--- src/rtl/matrix_step_scheduler.sv ---
// matrix_step_scheduler: game sequencer for the falling-lanes LED matrix (clear, step pulses, scoring, game over).
// Define MATRIX_SPEEDUP_EN to halve the step period each time the score crosses a multiple of 8.
module matrix_step_scheduler #(
  parameter int STEP_PERIOD = 25000000,
  parameter int MAX_BLOQ = 7
) (
  input  logic       clock,
  input  logic       reset_n,
  input  logic       iniciar,
  input  logic [3:0] botoes,
  output logic       reset_display,
  output logic       show_display,
  output logic       desce_jogada,
  output logic [3:0] prox_jogada,
  output logic [5:0] pontos,
  output logic [2:0] linhas_bloqueadas,
  output logic       fim_jogo
);
  localparam int TW = $clog2(STEP_PERIOD + 8);
  typedef enum logic [2:0] {IDLE, CLEAR, RUN, STEP, OVER} state_t;
  state_t state, state_nxt;
  logic clr_cnt;
  logic [TW-1:0] tick, per;
  logic [7:0] lfsr;
  logic [7:0][3:0] hist;
  logic [3:0] captura, cap_eff, due;
  logic hit, miss;
  logic [2:0] bloq_nxt;
  assign cap_eff = captura | botoes;
  assign due = hist[7];
  assign hit = state == STEP && due != 4'd0 && cap_eff == due;
  assign miss = state == STEP && due != 4'd0 && cap_eff != due;
  assign bloq_nxt = linhas_bloqueadas + {2'b0, miss};
  assign reset_display = state == IDLE || state == CLEAR;
  assign show_display = state == RUN || state == STEP || state == OVER;
  assign desce_jogada = state == STEP;
  assign fim_jogo = state == OVER;
  always_comb begin
    state_nxt = state;
    case (state)
      IDLE:    state_nxt = iniciar ? CLEAR : IDLE;
      CLEAR:   state_nxt = clr_cnt ? RUN : CLEAR;
      RUN:     state_nxt = tick == per - TW'(1) ? STEP : RUN;
      STEP:    state_nxt = bloq_nxt == 3'(MAX_BLOQ) ? OVER : RUN;
      OVER:    state_nxt = iniciar ? CLEAR : OVER;
      default: state_nxt = IDLE;
    endcase
  end
`ifdef MATRIX_SPEEDUP_EN
  always_ff @(posedge clock or negedge reset_n)
    if (!reset_n)
      per <= TW'(STEP_PERIOD);
    else if (state == CLEAR)
      per <= TW'(STEP_PERIOD);
    else if (hit && pontos != 6'd32 && pontos[2:0] == 3'd7)
      per <= per >= TW'(8) ? per >> 1 : TW'(4);
`else
  assign per = TW'(STEP_PERIOD);
`endif
  // The STEP cycle counts as tick 0 of the next window, so RUN resumes at 1 and pulses stay STEP_PERIOD apart.
  always_ff @(posedge clock or negedge reset_n)
    if (!reset_n) begin
      state <= IDLE;
      clr_cnt <= 1'b0;
      tick <= '0;
      lfsr <= 8'hA5;
      prox_jogada <= 4'd0;
      pontos <= 6'd0;
      linhas_bloqueadas <= 3'd0;
      hist <= '0;
      captura <= 4'd0;
    end else begin
      state <= state_nxt;
      lfsr <= {lfsr[6:0], lfsr[7] ^ lfsr[5] ^ lfsr[4] ^ lfsr[3]};
      clr_cnt <= state == CLEAR && !clr_cnt;
      if (state == CLEAR) begin
        tick <= '0;
        pontos <= 6'd0;
        linhas_bloqueadas <= 3'd0;
        hist <= '0;
        captura <= 4'd0;
        if (clr_cnt) prox_jogada <= lfsr[3:0];
      end else if (state == RUN) begin
        tick <= tick + TW'(1);
        captura <= cap_eff;
      end else if (state == STEP) begin
        tick <= TW'(1);
        captura <= 4'd0;
        hist <= {hist[6:0], prox_jogada};
        prox_jogada <= lfsr[3:0];
        pontos <= pontos + {5'b0, hit && pontos != 6'd32};
        linhas_bloqueadas <= bloq_nxt;
      end
    end
endmodule
--- config.mk ---
export PLATFORM = sky130hd
export DESIGN_NAME = matrix_step_scheduler
export DESIGN_NICKNAME = d
export VERILOG_FILES = /design/src/rtl/matrix_step_scheduler.sv
export SDC_FILE = /design/constraint.sdc
export NUM_CORES = 1
export LEC_CHECK = 0
export ABC_AREA = 1
export CORE_UTILIZATION = 40
export DETAILED_ROUTE_END_ITERATION = 8
export GPL_TIMING_DRIVEN = 0
export PLACE_DENSITY = 0.57
export SYNTH_ARGS = -nofsm -noshare
export SYNTH_HDL_FRONTEND = slang
export SYNTH_SLANG_ARGS = --single-unit
--- constraint.sdc ---
create_clock -name clock -period 2.7 [get_ports clock]
set_input_delay 0.675 -clock clock [delete_from_list [all_inputs] [get_ports clock]]
set_output_delay 0.675 -clock clock [all_outputs]
set_load 0.05 [all_outputs]
# [Word-level counts from Yosys, hierarchy flattened]
# Cells that the tools add are included.
[classes] addsub=3 eq_ne=11 mux=25 bitwise=4 n_reduce_logical=15
[op_table] operator="$mux W32" n=3
[op_table] operator="$mux W25" n=3
[op_table] operator="$mux W4" n=7
[op_table] operator="$add A25 B1 Y25 const B" n=1
[op_table] operator="$eq A25 B25 Y1 const B" n=1
[op_table] operator="$mux W6" n=3
[op_table] operator="$mux W3" n=5
[op_table] operator="$pmux W3 S5" n=1
[op_table] operator="$add A6 B1 Y6" n=1
[op_table] operator="$eq A3 B2 Y1 const B" n=2
[op_table] operator="$eq A3 B3 Y1 const B" n=2
[op_table] operator="$ne A6 B6 Y1 const B" n=1
[op_table] operator="$logic_and A1 B1 Y1" n=5
[op_table] operator="$eq A4 B4 Y1" n=1
[op_table] operator="$ne A2 B2 Y1 const B" n=2
[op_table] operator="$ne A4 B4 Y1" n=1
[op_table] operator="$or A4 B4 Y4" n=1
[op_table] operator="$reduce_bool A4 Y1" n=1
[op_table] operator="$add A3 B1 Y3" n=1
[op_table] operator="$eq A3 B1 Y1 const B" n=1
[op_table] operator="$logic_not A3 Y1" n=1
[op_table] operator="$logic_or A1 B1 Y1" n=3
[op_table] operator="$reduce_and A3 Y1" n=1
[op_table] operator="$reduce_bool A3 Y1" n=1
[op_table] operator="other kinds (6)" n=9
[totals] register_bits=86 input_bits=7

# [Longest topological paths before layout]
# Gate-level depths: netlist of the first run.
[logic_depth] ltp_word=8 ltp_mapped=12 depth_no_buf=12

# [Worst setup path after synthesis of the first run]
# OpenSTA, ideal clock, no wires.
[synth_path] path_kind="reg-to-output" startpoint="reg state[0]" endpoint="out show_display" arrival_time_ns=1.846 required_ns=2.025 slack_ns=0.179 stages_incl_launch_ff=6 path_buffers=0 path_cell_list="dfrtp_1 > nor2_1 > inv_1 > nor2_1 > inv_1 > nand2_1"
[synth_via] word_cells_on_any_way=5 classes_between="eq/ne (3); reduce/logical (2)"
[synth_lines] item="from (decl)" line_no="21" source="state_t state, state_nxt;"
[synth_lines] item="from (signal assigned)" line_no="73" source="state <= state_nxt;"
[synth_lines] item="$eq A3 B3 Y1"
[synth_lines] item="net fim_jogo" line_no="17" source="output logic fim_jogo"
[synth_lines] item="$logic_or A1 B1 Y1" line_no="35" source="assign show_display = state == RUN || state == STEP || state == OVER;"
[synth_lines] item="to (decl)" line_no="12" source="output logic show_display,"
# The timed path passes the listed nets, and every way through them passes these cells.

# [Final worst setup path of the first run]
[layout_path] startpoint="reg state[1]" endpoint="out reset_display"
[layout_via] elab_chain_len=2 word_cells_on_any_way=3 classes_between="eq/ne (1); reduce/logical (2)"
[layout_lines] item="$eq A3 B1 Y1 / $logic_not A3 Y1 (equally long branches)" line_no="34" source="assign reset_display = state == IDLE || state == CLEAR;"
[layout_lines] item="$logic_or A1 B1 Y1 *" line_no="34"
[layout_lines] item="to (decl)" line_no="11" source="output logic reset_display,"
# Mark *: on every way between the ends. The rest lies on a longest branch, timed or not.

==> results of run 1 <==
cells by family (layout without fill, tap and decap cells):
family	count (synthesis)	after routing	synth area share, %
buffers and inverters	98	138	10.6
XOR/XNOR	9	9	1.94
AND/OR/NAND/NOR	212	212	22.7
AO/OA/AOI/OAI	71	71	10.2
adder cells (fa/ha/maj)	5	5	1.54
flip-flops	86	86	53.1
registers in the layout, summed over array words and instances (netlist names):
name	flops
pontos	6
state	3
hist	28
due	4
linhas_bloqueadas	3
captura	4
clr_cnt	1
prox_jogada	4
tick	25
lfsr	8
how the worst max path moves through the flow:
stage / startpoint / endpoint / slack, ns / cells after the start
2_1_floorplan: state[0] / show_display / 0.18 / 5
6_report: state[1] / reset_display / 0.18 / 2
3_5_place_dp: botoes[3] / state[2] / -0.18 / 12
5_1_grt: state[0] / show_display / 0.03 / 6
3_3_place_gp: reset_n / lfsr[4] / -2.33 / 1
4_1_cts: state[1] / reset_display / 0.16 / 2
metrics by stage:
stage               area [µm²]  setup slack (ns)  TNS, ns
floorplan                 4060             0.179        0
finish                    4720             0.177        0
CTS                       4710             0.157        0
global route              4720            0.0251        0
global placement          4460             -2.33  -195.85
detailed placement        4490            -0.175   -0.315
cell usage in the layout (no fill, tap or decap), types with 3 or more instances in the layout:
master | synthesis | layout
nand3_1 | 23 | 23
xnor2_1 | 4 | 4
nor2_1 | 65 | 65
a22o_1 | 3 | 3
clkbuf_8 | 0 | 9
inv_1 | 85 | 85
nand4_1 | 4 | 4
o21ai_1 | 7 | 7
buf_4 | 4 | 5
nor2_2 | 3 | 3
clkdlybuf4s50_1 | 0 | 19
xor2_1 | 5 | 5
inv_6 | 0 | 3
nor2_4 | 3 | 3
nand2_2 | 4 | 4
dfstp_2 | 4 | 4
o21ai_0 | 15 | 15
ha_1 | 5 | 5
a21oi_1 | 11 | 11
o22ai_1 | 33 | 33
buf_6 | 6 | 6
nand2_1 | 98 | 98
nor3_1 | 6 | 5
dfrtp_1 | 82 | 82
power breakdown:
part	total [mW]	internal (mW)	switching, mW
Clock	1.06	0.544	0.513
Sequential	1.54	1.45	0.0883
Combinational	1.31	0.427	0.886
Total	3.91	2.42	1.49
worst max-delay path, delay by kind of cell, from the launching register on:
kind	cells	cell delay, ns
buffers and inverters	1	0.84
and+or+nand+nor	1	0.22
DFF	1	0.44
area by class of cell:
| class | count | area share (%) |
|---|---|---|
| Multi-Input combinational cell | 297 | 31.4 |
| Clock inverter | 7 | 2.31 |
| Buffer | 11 | 2.17 |
| Inverter | 87 | 6.92 |
| Tap cell | 133 | 3.53 |
| Sequential cell | 86 | 45.7 |
| Clock buffer | 9 | 2.62 |
| Timing Repair Buffer | 24 | 5.35 |
metal layers:
layer  GRT usage [%]  up-vias
li1                -     1583
met1            23.4     1459
met5               0        -
met4            4.88        0
met2            31.1       31
met3            4.20       10
repair_timing:
action / in CTS / in global routing
gates cloned: 0 / 0
buffers inserted: 0 / 0
endpoints found under the setup margin: 3 / 2
pin swaps: 0 / 0
hold buffers: 0 / 0
resized for setup: 3 / 2
==> flow_summary.toml, run 1 <==
[worst_setup_path]
worstPathMaxFanout = 5
reg2reg_slack_ns = 0.60
cp-start-kind = "register"
cp-end-kind = "output pin"
r2r-end = "pontos[4]"
crit_type = "reg -> out"
r2r_cells = 11
required_ns = 2.03
critical_path.slowest_cell = "clkdlybuf4s50_1"
crit_arrival_ns = 1.85
slowest_delay_ns = 0.84
reg2reg_from = "state[0]"
crit_chain = "nor2_1, clkdlybuf4s50_1"

[synthesis]
yosys_warnings = 0
yosys-top-cells-count = "nand2_1 (98), inv_1 (85), dfrtp_1 (82)"
post-synth-top-count-cell = "nand2_1"
yosysTopAreaCell = "dfrtp_1"
ys_top_cells_by_area = "dfrtp_1 (50%), nand2_1 (9.1%), inv_1 (7.9%)"
synth.avg_cell_area_um2 = 8.45
synthesis.nets = 493
ys_types = 28
netlist_instances = 481
ys_seq_area_share_pct = 53.1
synthesis.area_um2 = 4060
ys_ff_latch = 86
async_flop_share_pct = 100
synth_top_area_share_pct = 50.5
synth_edf_count = 0
ys.flop_type = "dfrtp_1"

[clock_network]
clkSlewWorstSetupHoldPaths_ns = 0.10
clock_path_buffers = 2
cts_root_buffer = "clkbuf_8"
tritoncts = "done"
clock_latency_ns = 0.36
cts.sinks = 86
numCtsBuffers = 9
ctsHtreeMaxLevel = 3

[final_layout]
fin_util_pct = 48.1
multiInputGateArea_um2 = 1480
diodes = 0
layout.cells.non_filler = 654
regArea_um2 = 2160
nFillCells = 1005
drive_gt1_share_pct = 9.60
area_growth_pct = 16.2
nNetsFinal = 528

[drt]
firstDrtPassIters = 4
wl_met1_mm = 4.01
drt-vias-per-instance = 4.71
dr_wl_met2_mm = 4.13
wl_per_cell_um = 12.9
met3_length_um = 223
topRoutingLayerUsed = "met4"
wirelength_mm = 8.46
drt_iter0_drc = 150
drt.antenna.violating_nets = 0
drc = 0
vias = 3083

[worst_hold_path]
min_path_type = "in -> async"

[timing]
worst_pin_slew_ns = 0.524
hold_slack_ns = 0.229
hold_violations = 0
period_needed_ns = 2.52
rsz0062_at_grt = "false"
slew_headroom_pct = 65.0
fmax_ghz = 0.396
slew_violations = 0
worst_clock_skew_ns = 0.0148
min_period_over_period_pct = 93.4
report.final.setup_viol = 0

[die]
fp.dieW_um = 103
fp.coreArea_um2 = 9820
start_util_pct = 41.4
die_h_um = 103
row_count = 36
die-area_um2 = 10600
io_pins = 24

[global_routing]
grt_pass1_vias = 3126
grt_max_degree = 60
grt_overflow_total = 0
track_usage_pct = 18.3
grt_pass1_wl_mm = 14.7
antenna_found_initial = 0

[pwr]
power.density_nw_per_um2 = 828
p_total_mw = 3.91
ir_drop_uv = 556
p_leak_nw = 2.17

[placed_design]
portBuffers = 23
gp_congestion = 0.823
dp.cells = 638
dpl.hpwl_mm = 6.11

[job]
cap_violations = 0

[run_status]
status = "completed"
Note: power is estimated with default switching activity, not from simulation.
==> run 2, diff against run 1 <==
==> constraint.sdc (replaced) <==
create_clock -name clock -period 2.4 [get_ports clock]
set_input_delay 0.6 -clock clock [delete_from_list [all_inputs] [get_ports clock]]
set_output_delay 0.6 -clock clock [all_outputs]
set_load 0.05 [all_outputs]
==> run 2 against run 1 <==
Against the previous run:
- sequential share of layout area is 0.27 points higher
- sequential cell count stayed put
- routed wire length is 0.72% higher
- critical path type unchanged
- core utilization is 0.28 points lower
- register-to-register slack worse by 0.27 ns
- sequential power is 13% higher
- via count is 1.1% higher
- critical path depth is 4 higher
- first-iteration DRC count is 39% lower
- clock-buffer cell count stayed put
- hold slack worse by 0.024 ns
- clock skew is 0.0034 ns higher
==> flow_summary.toml, run 2 (synthesis gave the netlist of run 1 again) <==
[run_status]
status = "completed"

[worst_setup_path]
cp-start-kind = "register"
r2r_cells = 11
critical_path.endpoint = "show_display"
reg2reg_from = "state[0]"
reg2reg_slack_ns = 0.33
crit_arrival_ns = 1.67
cp-end-kind = "output pin"
worstPathMaxFanout = 6
crit_start = "state[0]"
crit_type = "reg -> out"
required_ns = 1.80
r2r-end = "pontos[4]"

[timing]
worst_clock_skew_ns = 0.0182
hold_violations = 0
fin_setup_tns_ns = 0
min_period_over_period_pct = 94.7
period_needed_ns = 2.27
worst_pin_slew_ns = 0.558
report.final.setup_viol = 0
fmax_ghz = 0.440
slew_violations = 0
slew_headroom_pct = 62.8

[pwr]
ir_drop_uv = 560
power.density_nw_per_um2 = 903
p_leak_nw = 2.17
p_total_mw = 4.24

[die]
die_h_um = 103
fp.dieW_um = 103
fp.coreArea_um2 = 9820
row_count = 36
io_pins = 24
die-area_um2 = 10600
start_util_pct = 41.4

[global_routing]
grt_pass1_wl_mm = 14.4
grt_pass1_vias = 3025
grt_overflow_total = 0
grt_max_degree = 46
track_usage_pct = 18.0
antenna_found_initial = 0

[drt]
drc = 0
drt.antenna.violating_nets = 0
wl_per_cell_um = 13.0
vias = 3116
wirelength_mm = 8.52
drt_iter0_drc = 91
firstDrtPassIters = 4
drt-vias-per-instance = 4.76

[final_layout]
diodes = 0
nFillCells = 977
drive_gt1_share_pct = 10.9
nNetsFinal = 528
layout_common_cells = "nand2_1 (98), inv_1 (85), dfrtp_1 (82), nor2_1 (61), o22ai_1 (33)"
regArea_um2 = 2160
reg_top3 = "hist: 28 flops, tick: 25 flops, lfsr: 8 flops"
largest_reg_flops = 28
final_common_cell = "nand2_1"
area_growth_pct = 15.5
largest-register = "hist"
multiInputGateArea_um2 = 1500

[worst_hold_path]
min_path_type = "in -> async"

[clock_network]
clock_path_buffers = 2
cts.sinks = 86
clkSlewWorstSetupHoldPaths_ns = 0.10
postCtsSetupBuffers = 0
tritoncts = "done"
numCtsBuffers = 9
hold_buffers = 0
cts_root_buffer = "clkbuf_8"
clock_latency_ns = 0.37
ctsHtreeMaxLevel = 3

[placed_design]
gp_congestion = 0.806
portBuffers = 23
dpl.hpwl_mm = 6.11

[job]
cap_violations = 0
==> run 2: cell types whose count changed in the layout (fill, tap and decap cells not counted), moves of 2 or more <==
cell	delta
bufinv_16	-2
clkbuf_2	+2
nor2_1	-4
nor2_2	+4
==> run 2: metal layers <==
layer / global-route usage [%] / share of wire, % / vias to the layer above
li1: - / - / 1587
met1: 24.2 / 47 / 1468
met2: 29.2 / 48 / 53
met3: 3.66 / 3.4 / 8
met4: 5.74 / 1.1 / 0
met5: 0 / 0 / -
==> run 2: report_power, final <==
part / leakage, nW / internal, mW / total (mW) / switching, mW
registers: 1.17 / 1.63 / 1.74 / 0.106
logic: 0.898 / 0.479 / 1.47 / 0.995
clock network: 0.101 / 0.413 / 1.03 / 0.614
==> run 2: worst max-delay path, cell delays in order, from the launching register on <==
cell and delay (ns):
dfrtp_1 0.49, nor2_2 0.19, inv_1 0.07, nor2_2 0.10, inv_1 0.06, nand2_1 0.05, clkdlybuf4s18_2 0.36
==> run 2: cell type report <==
class,count,share of cell area [%]
multi-input cells,297,31.9
clock buffers,9,2.64
clock inverters,7,1.57
repair buffers,24,5.20
inverters,87,6.96
flip-flops and latches,86,46.0
well taps,133,3.55
plain buffers,11,2.19
==> run 2: worst min-delay path by stage <==
stage	to	from	cells past startpoint
3_3_place_gp	lfsr[7]	lfsr[6]	0
4_1_cts	tick[5]	reset_n	1
6_report	tick[5]	reset_n	1
3_5_place_dp	lfsr[7]	lfsr[6]	0
5_1_grt	tick[5]	reset_n	1
2_1_floorplan	captura[0]	reset_n	0
==> run 2: repair_timing <==
action,4_1_cts,5_1_grt
pin swaps,0,1
resized for setup,7,9
endpoints found under the setup margin,4,5
==> run 2: stage by stage <==
stage               utilization (%)  hold WS [ns]  setup WS [ns]  area (µm²)  std cells
floorplan                         -         0.304          0.211        4070        481
global placement               45.5         0.337          -2.45        4460        637
detailed placement             45.7         0.347         -0.392        4490        638
CTS                            47.7         0.220         0.0144        4680        654
global route                   47.8         0.244        -0.0261        4690        654
finish                         47.8         0.205          0.127        4690        654
==> run 3, diff against run 2 <==
--- a/config.mk
+++ b/config.mk
@@ -6,10 +6,11 @@
 export NUM_CORES = 1
 export LEC_CHECK = 0
 export ABC_AREA = 1
-export CORE_UTILIZATION = 40
+export CORE_UTILIZATION = 35
 export DETAILED_ROUTE_END_ITERATION = 8
 export GPL_TIMING_DRIVEN = 0
-export PLACE_DENSITY = 0.57
+export HOLD_SLACK_MARGIN = 0.08
+export PLACE_DENSITY = 0.52
 export SYNTH_ARGS = -nofsm -noshare
 export SYNTH_HDL_FRONTEND = slang
 export SYNTH_SLANG_ARGS = --single-unit
==> constraint.sdc (replaced) <==
create_clock -name clock -period 2.4 [get_ports clock]
set_input_delay 0.6 -clock clock [delete_from_list [all_inputs] [get_ports clock]]
set_output_delay 0.6 -clock clock [all_outputs]
set_load 0.02 [all_outputs]
==> run 3 against run 2 <==
Against the previous run:
- combinational power fell by 7%
- critical path type unchanged
- critical path depth shrank 4
- global-route usage fell by 1.2 points
- largest cell class unchanged
- clock power grew 24%
- sequential power is essentially flat
- first-iteration DRC count is 46% higher
- register-to-register slack worse by 0.10 ns
- sequential share of layout area down 0.88 points
- fmax is 0.54% higher
- routed wire length up 3.1%
- cell count increased by 1.1%
- worst setup slack gained 0.012 ns
==> flow_summary.toml, run 3 (synthesis gave the netlist of run 1 again) <==
[clock_network]
cts_root_buffer = "clkbuf_16"
hold_buffers = 0
clkSlewWorstSetupHoldPaths_ns = 0.06
ctsHtreeMaxLevel = 3
clock_latency_ns = 0.34
numCtsBuffers = 9
cts.sinks = 86
tritoncts = "done"
clock_path_buffers = 2

[global_routing]
grt_pass1_vias = 3098
grt_max_degree = 61
track_usage_pct = 16.8
grt_pass1_wl_mm = 15.0
grt_overflow_total = 0
antenna_found_initial = 0

[timing]
slew_headroom_pct = 73.0
period_needed_ns = 2.26
report.final.setup_viol = 0
worst_clock_skew_ns = 0.00368
rsz0062_at_grt = "false"
hold_slack_ns = 0.182
min_period_over_period_pct = 94.2
fmax_ghz = 0.442
slew_violations = 0
hold_violations = 0
worst_pin_slew_ns = 0.404

[drt]
vias = 3104
firstDrtPassIters = 4
drt_iter0_drc = 133
drt-vias-per-instance = 4.70
drt.antenna.violating_nets = 0
wirelength_mm = 8.78
wl_per_cell_um = 13.3
drc = 0

[worst_setup_path]
crit_type = "reg -> out"
worstPathMaxFanout = 5
reg2reg_slack_ns = 0.23
r2r-end = "pontos[4]"
r2r_cells = 11
reg2reg_from = "state[0]"
required_ns = 1.80
cp-start-kind = "register"
crit_arrival_ns = 1.66
cp-end-kind = "output pin"

[pwr]
p_total_mw = 4.39
ir_drop_uv = 385
p_int_mw = 2.82
comb_power_share_pct = 31.1
power.density_nw_per_um2 = 917
p_leak_nw = 2.19
p_seq_share_pct = 39.6
clkPwrFrac_pct = 29.3
switching_share_pct = 35.7
p_sw_mw = 1.56

[final_layout]
diodes = 0
nNetsFinal = 528
drive_gt1_share_pct = 10.6
area_growth_pct = 17.7
layout_common_cells = "nand2_1 (98), inv_1 (85), dfrtp_1 (82), nor2_1 (62), o22ai_1 (33)"
largest_reg_flops = 28
reg_top3 = "hist: 28 flops, tick: 25 flops, lfsr: 8 flops"
largest-register = "hist"
final_common_cell = "nand2_1"

[die]
io_pins = 24
fp.coreArea_um2 = 11100
fp.dieW_um = 110
die_h_um = 110
start_util_pct = 36.7
row_count = 38
die-area_um2 = 12000

[placed_design]
dpl.hpwl_mm = 6.32
gp_congestion = 0.812
portBuffers = 23

[run_status]
status = "completed"

[worst_hold_path]
min_path_type = "in -> async"

[job]
cap_violations = 0
==> run 3: cell count changes in the layout (fill, tap and decap cells not counted), sizes merged <==
cell,before,now
clkdlybuf4s50,18,19
clkinv,2,4
clkinvlp,0,1
dlygate4sd2,1,3
clkbuf,11,9
inv,92,89
clkdlybuf4s18,1,0
==> run 3: worst max-delay path, cell delays in order, from the launching register on <==
cell and delay (ns):
dfrtp_1 0.44, nor2_1 0.23, clkdlybuf4s50_1 0.65
==> run 3: worst max path at each step <==
stage          startpoint       endpoint  slack, ns  cells past startpoint
6_report         state[1]  reset_display       0.14                      2
5_1_grt         botoes[2]      pontos[5]      0.005                     12
4_1_cts         botoes[2]      pontos[4]       0.09                     12
3_5_place_dp    botoes[2]      pontos[4]      -0.35                     12
3_3_place_gp      reset_n      pontos[1]      -2.60                      1
2_1_floorplan   botoes[2]       state[2]       0.44                     11
==> run 3: metrics by stage <==
stage	util, %	instances	worst slack [ns]	TNS [ns]	cell area, µm²
floorplan	-	481	0.439	0	4060
global placement	40.3	644	-2.60	-220.69	4470
detailed placement	40.6	645	-0.351	-1.62	4490
CTS	43.1	661	0.0873	0	4770
global route	43.2	661	0.00511	0	4780
finish	43.2	661	0.139	0	4780
==> run 3: power by group through the flow <==
stage	clock, mW	sequential, mW	combinational (mW)
finish	1.28	1.74	1.36
global placement	0	1.76	1.38
detailed placement	0	1.76	1.39
global route	1.39	1.76	1.51
CTS	1.33	1.73	1.39
floorplan	0	1.79	0.897
==> run 3: routing by layer <==
layer	up-vias	global-route usage [%]	part of all wire, %
met3	13	4.27	2.8
met5	-	0	0
met2	45	25.9	45
li1	1598	-	-
met4	0	6.57	1.7
met1	1448	22.5	50
==> run 3: repair_timing <==
item	in CTS	in global routing
setup endpoints to repair	4	5
resized for setup	4	5
pin swaps	0	3
buffers inserted	0	0
==> run 3: area by class of cell <==
cell class | count | area [µm²]
timing repair buffer | 24 | 251
tap | 140 | 175
buffer | 11 | 103
clock inverter | 7 | 48.8
multi-input combinational | 297 | 1500
fill | 1124 | 6290
sequential | 86 | 2160
clock buffer | 9 | 225
inverter | 87 | 327
